$ cat config.mk
export PLATFORM = sky130hd
export DESIGN_NAME = router_ctrl_fsm_flat
export DESIGN_NICKNAME = d
export VERILOG_FILES = /design/src/rtl/router_ctrl_fsm_pkg.sv /design/src/rtl/router_ctrl_fsm_if.sv /design/src/rtl/router_ctrl_fsm.sv /design/src/flat_wrapper.sv
export SDC_FILE = /design/constraint.sdc
export NUM_CORES = 1
export LEC_CHECK = 0
export ABC_AREA = 1
export BUFFER_PORTS_ARGS = -buffer_cell sky130_fd_sc_hd__buf_2
export CORE_AREA = 3 3 40 42
export CTS_CLUSTER_SIZE = 8
export DETAILED_ROUTE_END_ITERATION = 12
export DIE_AREA = 0 0 43 45
export GPL_TIMING_DRIVEN = 0
export PLACE_DENSITY = 0.7
export RECOVER_POWER = 100
export SYNTH_ARGS = -nofsm -noshare
export SYNTH_HDL_FRONTEND = slang
export SYNTH_SLANG_ARGS = --single-unit
$ cat constraint.sdc
create_clock -name clock -period 1.55 [get_ports clock]
set_clock_uncertainty 0.15 [all_clocks]
set_input_delay 0.155 -clock clock [delete_from_list [all_inputs] [get_ports clock]]
set_output_delay 0.155 -clock clock [all_outputs]
set_load 0.005 [all_outputs]
$ cat src/rtl/router_ctrl_fsm_pkg.sv
// Shared types and constants for the router write-side controller.
//   state_t       3-bit binary state encoding of the controller FSM
//   N_PORTS       number of output FIFOs (fixed at 3)
//   ADDR_W        width of the header address field
//   ADDR_INVALID  header address value that marks a packet to be dropped
//   port_bit()    selects one per-port flag by address; the invalid address reads 0
package router_ctrl_fsm_pkg;

  localparam int N_PORTS = 3;
  localparam int ADDR_W  = 2;
  localparam logic [ADDR_W-1:0] ADDR_INVALID = 2'd3;

  typedef enum logic [2:0] {
    DA  = 3'd0,  // DECODE_ADDRESS
    LFD = 3'd1,  // LOAD_FIRST_DATA
    LD  = 3'd2,  // LOAD_DATA
    FFS = 3'd3,  // FIFO_FULL_STATE
    LAF = 3'd4,  // LOAD_AFTER_FULL
    LP  = 3'd5,  // LOAD_PARITY
    CPE = 3'd6,  // CHECK_PARITY_ERROR
    WTE = 3'd7   // WAIT_TILL_EMPTY
  } state_t;

  function automatic logic port_bit(input logic [N_PORTS-1:0] flags,
                                    input logic [ADDR_W-1:0]  addr);
    logic sel;
    case (addr)
      2'd0:    sel = flags[0];
      2'd1:    sel = flags[1];
      2'd2:    sel = flags[2];
      default: sel = 1'b0;
    endcase
    return sel;
  endfunction

endpackage

$ cat src/rtl/router_ctrl_fsm_if.sv
// Signal bundle between the router write-side controller and its neighbours
// (packet source, output FIFOs, sync stage and register stage).
//   master  - the controller: consumes source/FIFO/register status, drives state decodes
//   slave   - the environment: drives source/FIFO/register status, observes decodes
interface router_ctrl_fsm_if;
  import router_ctrl_fsm_pkg::*;

  // source side
  logic              pkt_valid;
  logic [ADDR_W-1:0] data_in;
  logic              busy;

  // FIFO / sync stage side
  logic              fifo_full;
  logic              fifo_empty_0;
  logic              fifo_empty_1;
  logic              fifo_empty_2;
  logic              soft_reset_0;
  logic              soft_reset_1;
  logic              soft_reset_2;

  // register stage side
  logic              parity_done;
  logic              low_pkt_valid;

  // controller decodes
  logic [ADDR_W-1:0] port_sel;
  logic              detect_add;
  logic              lfd_state;
  logic              ld_state;
  logic              laf_state;
  logic              full_state;
  logic              rst_int_reg;
  logic              write_enb_reg;

  modport master (
    input  pkt_valid, data_in, fifo_full,
    input  fifo_empty_0, fifo_empty_1, fifo_empty_2,
    input  soft_reset_0, soft_reset_1, soft_reset_2,
    input  parity_done, low_pkt_valid,
    output busy, port_sel, detect_add, lfd_state, ld_state, laf_state,
    output full_state, rst_int_reg, write_enb_reg
  );

  modport slave (
    output pkt_valid, data_in, fifo_full,
    output fifo_empty_0, fifo_empty_1, fifo_empty_2,
    output soft_reset_0, soft_reset_1, soft_reset_2,
    output parity_done, low_pkt_valid,
    input  busy, port_sel, detect_add, lfd_state, ld_state, laf_state,
    input  full_state, rst_int_reg, write_enb_reg
  );

endinterface

$ cat src/rtl/router_ctrl_fsm.sv
// Upstream write-side controller of the 3-port router. Decodes the header
// address, latches the destination port, sequences header/payload/parity
// loads, stalls the source while the selected FIFO is full and aborts back to
// address decode when the selected port is soft-reset.
// Ports:
//   clock   system clock, all state updates on the rising edge
//   resetn  synchronous active-low reset
//   bus     router_ctrl_fsm_if.master (source, FIFO and register stage signals)
//
// state | meaning
// ------+-----------------------------------------------------------
// DA    | decode header address, latch destination port
// WTE   | destination FIFO not empty yet, hold the header
// LFD   | write header byte (one cycle)
// LD    | write payload bytes while the source keeps pkt_valid
// FFS   | selected FIFO full, stall
// LAF   | one write after the stall, then resume / finish
// LP    | write parity byte
// CPE   | parity check cycle, return to DA unless FIFO is full
module router_ctrl_fsm
  import router_ctrl_fsm_pkg::*;
(
  input  logic              clock,
  input  logic              resetn,
  router_ctrl_fsm_if.master bus
);

  state_t            state, state_next;
  logic [ADDR_W-1:0] port_sel_q, port_sel_next;
  logic [N_PORTS-1:0] empty_vec;
  logic [N_PORTS-1:0] soft_vec;
  logic              hdr_ok;

  assign empty_vec = {bus.fifo_empty_2, bus.fifo_empty_1, bus.fifo_empty_0};
  assign soft_vec  = {bus.soft_reset_2, bus.soft_reset_1, bus.soft_reset_0};
  assign hdr_ok    = bus.pkt_valid && (bus.data_in != ADDR_INVALID);

  always_ff @(posedge clock) begin
    if (!resetn) begin
      state      <= DA;
      port_sel_q <= '0;
    end else begin
      state      <= state_next;
      port_sel_q <= port_sel_next;
    end
  end

  always_comb begin
    state_next    = state;
    port_sel_next = port_sel_q;
    case (state)
      DA: begin
        if (hdr_ok) begin
          port_sel_next = bus.data_in;
          // emptiness is looked up by the incoming address, not the stale latch
          state_next    = port_bit(empty_vec, bus.data_in) ? LFD : WTE;
        end
      end
      WTE: if (port_bit(empty_vec, port_sel_q)) state_next = LFD;
      LFD: state_next = LD;
      LD: begin
        if (bus.fifo_full)      state_next = FFS;
        else if (!bus.pkt_valid) state_next = LP;
      end
      FFS: if (!bus.fifo_full) state_next = LAF;
      LAF: begin
        if (bus.parity_done)        state_next = DA;
        else if (bus.low_pkt_valid) state_next = LP;
        else                        state_next = LD;
      end
      LP:  state_next = CPE;
      CPE: state_next = bus.fifo_full ? FFS : DA;
      default: state_next = DA;
    endcase

    // a timed-out selected port abandons the packet from any active state
    if ((state != DA) && port_bit(soft_vec, port_sel_q)) state_next = DA;
  end

  always_comb begin
    bus.port_sel      = port_sel_q;
    bus.detect_add    = 1'b0;
    bus.lfd_state     = 1'b0;
    bus.ld_state      = 1'b0;
    bus.laf_state     = 1'b0;
    bus.full_state    = 1'b0;
    bus.rst_int_reg   = 1'b0;
    bus.write_enb_reg = 1'b0;
    bus.busy          = 1'b1;
    case (state)
      DA:  begin bus.detect_add = 1'b1; bus.busy = 1'b0; end
      LFD: bus.lfd_state = 1'b1;
      LD:  begin bus.ld_state = 1'b1; bus.write_enb_reg = 1'b1; bus.busy = 1'b0; end
      FFS: bus.full_state = 1'b1;
      LAF: begin bus.laf_state = 1'b1; bus.write_enb_reg = 1'b1; end
      LP:  bus.write_enb_reg = 1'b1;
      CPE: bus.rst_int_reg = 1'b1;
      default: ;
    endcase
  end

endmodule

$ cat src/flat_wrapper.sv
// flat-port wrapper written by rule: the top's interface ports become plain ports
module router_ctrl_fsm_flat import router_ctrl_fsm_pkg::*;
  (clock, resetn, bus_pkt_valid, bus_data_in, bus_fifo_full, bus_fifo_empty_0, bus_fifo_empty_1, bus_fifo_empty_2, bus_soft_reset_0, bus_soft_reset_1, bus_soft_reset_2, bus_parity_done, bus_low_pkt_valid, bus_busy, bus_port_sel, bus_detect_add, bus_lfd_state, bus_ld_state, bus_laf_state, bus_full_state, bus_rst_int_reg, bus_write_enb_reg);
  router_ctrl_fsm_if bus_i ();
  input  logic clock;
  input  logic resetn;
  input wire logic [$bits(bus_i.pkt_valid)-1:0] bus_pkt_valid;
  input wire logic [$bits(bus_i.data_in)-1:0] bus_data_in;
  input wire logic [$bits(bus_i.fifo_full)-1:0] bus_fifo_full;
  input wire logic [$bits(bus_i.fifo_empty_0)-1:0] bus_fifo_empty_0;
  input wire logic [$bits(bus_i.fifo_empty_1)-1:0] bus_fifo_empty_1;
  input wire logic [$bits(bus_i.fifo_empty_2)-1:0] bus_fifo_empty_2;
  input wire logic [$bits(bus_i.soft_reset_0)-1:0] bus_soft_reset_0;
  input wire logic [$bits(bus_i.soft_reset_1)-1:0] bus_soft_reset_1;
  input wire logic [$bits(bus_i.soft_reset_2)-1:0] bus_soft_reset_2;
  input wire logic [$bits(bus_i.parity_done)-1:0] bus_parity_done;
  input wire logic [$bits(bus_i.low_pkt_valid)-1:0] bus_low_pkt_valid;
  output wire logic [$bits(bus_i.busy)-1:0] bus_busy;
  output wire logic [$bits(bus_i.port_sel)-1:0] bus_port_sel;
  output wire logic [$bits(bus_i.detect_add)-1:0] bus_detect_add;
  output wire logic [$bits(bus_i.lfd_state)-1:0] bus_lfd_state;
  output wire logic [$bits(bus_i.ld_state)-1:0] bus_ld_state;
  output wire logic [$bits(bus_i.laf_state)-1:0] bus_laf_state;
  output wire logic [$bits(bus_i.full_state)-1:0] bus_full_state;
  output wire logic [$bits(bus_i.rst_int_reg)-1:0] bus_rst_int_reg;
  output wire logic [$bits(bus_i.write_enb_reg)-1:0] bus_write_enb_reg;
  assign bus_i.pkt_valid = bus_pkt_valid;
  assign bus_i.data_in = bus_data_in;
  assign bus_i.fifo_full = bus_fifo_full;
  assign bus_i.fifo_empty_0 = bus_fifo_empty_0;
  assign bus_i.fifo_empty_1 = bus_fifo_empty_1;
  assign bus_i.fifo_empty_2 = bus_fifo_empty_2;
  assign bus_i.soft_reset_0 = bus_soft_reset_0;
  assign bus_i.soft_reset_1 = bus_soft_reset_1;
  assign bus_i.soft_reset_2 = bus_soft_reset_2;
  assign bus_i.parity_done = bus_parity_done;
  assign bus_i.low_pkt_valid = bus_low_pkt_valid;
  assign bus_busy = bus_i.busy;
  assign bus_port_sel = bus_i.port_sel;
  assign bus_detect_add = bus_i.detect_add;
  assign bus_lfd_state = bus_i.lfd_state;
  assign bus_ld_state = bus_i.ld_state;
  assign bus_laf_state = bus_i.laf_state;
  assign bus_full_state = bus_i.full_state;
  assign bus_rst_int_reg = bus_i.rst_int_reg;
  assign bus_write_enb_reg = bus_i.write_enb_reg;
  router_ctrl_fsm u_core (.clock(clock), .resetn(resetn), .bus(bus_i));
endmodule
* After elaboration in Yosys (flattened, before gate mapping)
Cells that the tools add are included.
** Storage, ports and cells
- Bits in registers :: 5
- Input bits :: 14
- Output and inout bits :: 10
- Word-level logic and storage cells :: 54
** Operators by class
- Equality and inequality tests :: 16
- Muxes and demuxes :: 24
- Bitwise gates (word level) :: 1
- Reductions and logical operators :: 11
** Operator list (number)
- 3-bit two-way mux :: 8
- 3-bit one-hot mux with 8 select lines :: 1
- 3-bit equality test (second input constant) :: 4
- 1-bit two-way mux :: 11
- 1-bit one-hot mux with 3 select lines :: 3
- 3-bit by 2-bit equality test with 1-bit output (second input constant) :: 2
- 2-bit by 1-bit equality test with 1-bit output (second input constant) :: 2
- 2-bit equality test (second input constant) :: 2
- 2-bit logical NOT :: 2
- 2-bit by 1-bit inequality test with 1-bit output (second input constant) :: 2
- 2-bit inequality test (second input constant) :: 2
- 4-bit AND reduction :: 1
- 2-bit OR reduction :: 2
- 3-bit by 1-bit equality test with 1-bit output (second input constant) :: 1
- 3-bit logical NOT :: 1
- 3-bit inequality test (second input constant) :: 1
- 3-bit nonzero test :: 1
- 3-bit OR reduction :: 1
- 1-bit logical AND :: 2
- 2-bit two-way mux :: 1
- 2-bit AND reduction :: 1
- 1-bit inverter :: 1

* Longest topological paths before layout
- Word-level depth :: 7
- Mapped depth :: 8
- Depth with buffers taken out :: 8

* Least setup slack after synthesis
OpenSTA, ideal clock, no wires.
- Path kind :: reg2reg
- Start :: reg u_core.state[2]
- End :: reg u_core.state[2]
- Library setup time :: 0.111 ns
- Arrival time :: 0.941 ns
- Data required time :: 1.289 ns
- Path slack :: 0.347 ns
- Stages on the path, launching flop included :: 9
- Buffers on the path :: 1
- Period minus slack after synthesis :: 1.203 ns
- Path through :: dfxtp_1 -> buf_6 -> nor2_4 -> nand3_1 -> nand2_1 -> nor2_1 -> nand2_1 -> nor2_1 -> nor2_1
** On the way
- Longest elaborated chain between the ends :: 3
- Elaborated cells between the ends (all ways) :: 17
- Classes of those cells :: 11 x eq/ne; 1 x mux; 5 x reduce/logical
** RTL lines
- start: declaration :: RTL line router_ctrl_fsm.sv:28 : state_t state, state_next;
- start signal: assignment :: RTL line router_ctrl_fsm.sv:43 : state <= state_next;
- 3-bit by 2-bit equality test with 1-bit output, or another cell as far along :: RTL line router_ctrl_fsm.sv:51 : case (state)
- 3-bit inequality test (no source line), or another cell as far along
- 4-bit AND reduction (no source line) or 2-bit OR reduction (tied branches)
Several ways; a longest one is shown, not always the timed one.
A chain may end at the register's enable or synchronous reset.

* Final worst setup path
- Start :: reg u_core.state[0]
- End :: out bus_write_enb_reg
** On the way
- Longest elaborated chain between the ends :: 3
- Elaborated cells between the ends (all ways) :: 5
- Classes of those cells :: 3 x eq/ne; 1 x mux; 1 x reduce/logical
** RTL lines
- 3-bit by 2-bit equality test with 1-bit output or 3-bit equality test (tied branches) :: RTL line router_ctrl_fsm.sv:90 : case (state)
- 3-bit OR reduction (no source line) *
- 1-bit two-way mux * :: RTL line router_ctrl_fsm.sv:90
- end: declaration :: RTL line flat_wrapper.sv:26 : output wire logic [$bits(bus_i.write_enb_reg)-1:0] bus_write_enb_reg;
Mark *: on every way between the ends. The rest lies on a longest branch, timed or not.

==> flow_summary.toml <==
[clock_tree]
post_cts.repair.setup_buffers = 0
tritoncts = "built"
clock_sinks = 5
postCtsHoldBufs = 0
clk_pin_slew_ns = 0.04
cts-buffers-inserted = 3
clk-insertion-delay-late_ns = 0.24
htreeDepth = 1
cts_root_buffer = "clkbuf_4"
cts_max_path_buffers = 2
cts.repair.resized = 0

[routing]
wire_per_inst_um = 9.75
drc_errors = 0
vias_per_cell = 4.79
highest_layer = "met3"
vias = 652
postRouteAntennaNets = 0
wl_met2_um = 653
wl_met3_um = 94
m1WireLength_um = 579
drtPass1Iterations = 4
drt_iter0_drc = 10
totalWireLength_um = 1330

[placement]
placed_cells = 132
pre_cts_ws_ns = 0.226
port_buffers = 23
post_dp_cell_area_um2 = 678
gp_congestion = 0.769
dp_hpwl_um = 1130

[die]
start_util_pct = 42.4
rows = 13
fp.coreArea_um2 = 1280
die-height_um = 45
die-width_um = 43
ioPinCount = 24
die_area_um2 = 1940

[pwr]
cellPowerDensity_nw_per_um2 = 1990
power.net_switching_uw = 698
p_leak_nw = 0.434
p_clk_share_pct = 10.8
seq_power_share_pct = 15.4
p_sw_share_pct = 49.8
p_int_uw = 704
ir_worst_vdd_uv = 679
combPwrFrac_pct = 73.9
total_power_mw = 1.40

[layout]
stdcell_area_um2 = 704
final_cell_mix = "buf_2, nand3_1, nand2_1"
drive_gt1_share_pct = 29.8
multi_input_area_um2 = 355
mostFrequentLayoutCell = "buf_2"
fin_cells = 136
utilization_pct = 54.8
area_delta_synth_final_pct = 29.4
diodes = 0
seq_area_um2 = 100
fillers = 129
nets = 136

[setup_path]
cp.arrival_ns = 1.05
path_cells = "buf_6 -> nor2_4 -> nand2_1 -> nand2_1 -> buf_2"
reg2reg_from = "u_core.state[2]"
criticalPathCategory = "flop to primary output"
setup.worst_path.start_class = "flop"
ff2ff_path_depth = 8
crit_fanout = 9
worst_r2r_endpoint = "u_core.state[2]"
required_ns = 1.24
r2r_setup_slack_ns = 0.22
endpoint_kind = "primary output"
critPathMostFrequentCell = "nand2_1"
crit_slowest_cell = "dfxtp_1"
cpPeakStageDelay_ns = 0.30

[timing]
fin_crit_sh_pct = 87.7
finalHoldViolations = 0
slew_headroom_pct = 90.7
timing.hold.ws_ns = 0.0557
worstMarginPinSlew_ns = 0.138
fmax_mhz = 736
maxSlewViolCount = 0
tns_ns = 0
rsz0062_at_grt = "false"
setup_viol = 0
setup_slack_ns = 0.191
period_minus_slack_ns = 1.36

[synth]
ys_seq_area_share_pct = 18.4
syn_nets = 108
synth_cells = 94
yosysUniqueCellTypes = 18
synth_seq_cells = 5
yosys_warnings = 0
synth_area_per_cell_um2 = 5.79
synthesis.area_um2 = 544

[worst_hold_path]
hold_path.startpoint = "resetn"
hold_depth = 3
min-delay-path-class = "primary input to flop"
hold_end = "u_core.bus.port_sel[1]"

[global_routing]
antenna_found_initial = 0
grt_usage_pct = 15.4
grt_start_max_net_pins = 11
grt_pass1_vias = 568
grt_overflow = 0
grt_pass1_wl_um = 2270

[run]
cap_viol_max_count = 0

[run_status]
status = "finished clean"
-- kinds of logic (layout without fill, tap and decap cells) --
| family | Yosys count | count (layout) | share of synthesized area (%) |
|---|---|---|---|
| flops | 5 | 5 | 18.4 |
| simple gates | 66 | 66 | 58.6 |
| compound gates | 6 | 6 | 6.67 |
| buf+inv | 17 | 44 | 16.3 |
-- cell usage after synthesis (all sizes together) --
cell	n	area (um2)
clkinv	1	5.00
inv	13	53.8
nand3	21	105
a21boi	1	11.3
nand3b	1	7.51
buf	3	30.0
nor2	19	95.1
dfxtp	5	100
nand2	21	86.3
a21oi	3	15.0
nand4	4	25.0
o21ai	2	10.0
-- power by group through the flow --
stage | registers [mW] | logic [mW] | clock network [mW]
2_1_floorplan | 0.214 | 0.790 | 0
3_3_place_gp | 0.216 | 1.04 | 0
3_5_place_dp | 0.218 | 1.05 | 0
4_1_cts | 0.216 | 1.05 | 0.159
5_1_grt | 0.222 | 1.17 | 0.168
6_report | 0.216 | 1.04 | 0.151
-- sequential cells by signal, summed over array words and instances (netlist names) --
| register | cells |
|---|---|
| u_core.state | 3 |
| u_core.bus.port_sel | 2 |
-- worst max path at each step --
| stage | startpoint | endpoint | cells after the start |
|---|---|---|---|
| 2_1_floorplan | u_core.state[2] | u_core.state[2] | 8 |
| 3_3_place_gp | u_core.state[2] | u_core.state[2] | 8 |
| 3_5_place_dp | u_core.state[2] | u_core.state[2] | 8 |
| 4_1_cts | u_core.state[0] | bus_write_enb_reg | 5 |
| 5_1_grt | u_core.state[0] | bus_ld_state | 5 |
| 6_report | u_core.state[0] | bus_write_enb_reg | 5 |
-- area by class of cell --
cell class              count  area share, %
multi-input cells          72           50.4
repair buffers             23           16.3
clock buffers               4           3.73
flip-flops and latches      5           14.2
inverters                  14           8.35
plain buffers               3           4.26
well taps                  15           2.66
-- routing by layer --
layer	vias to the layer above	GRT usage, %
met3	0	4.78
met4	0	3.61
met5	-	0
met1	270	18.2
li1	358	-
met2	24	27.2
-- critical path: cells and delay by family, from the launching register on --
family	cells	cell delay, ns
buffers and inverters	2	0.23
DFF	1	0.30
and+or+nand+nor	3	0.28
Note: power is estimated with default switching activity, not from simulation.
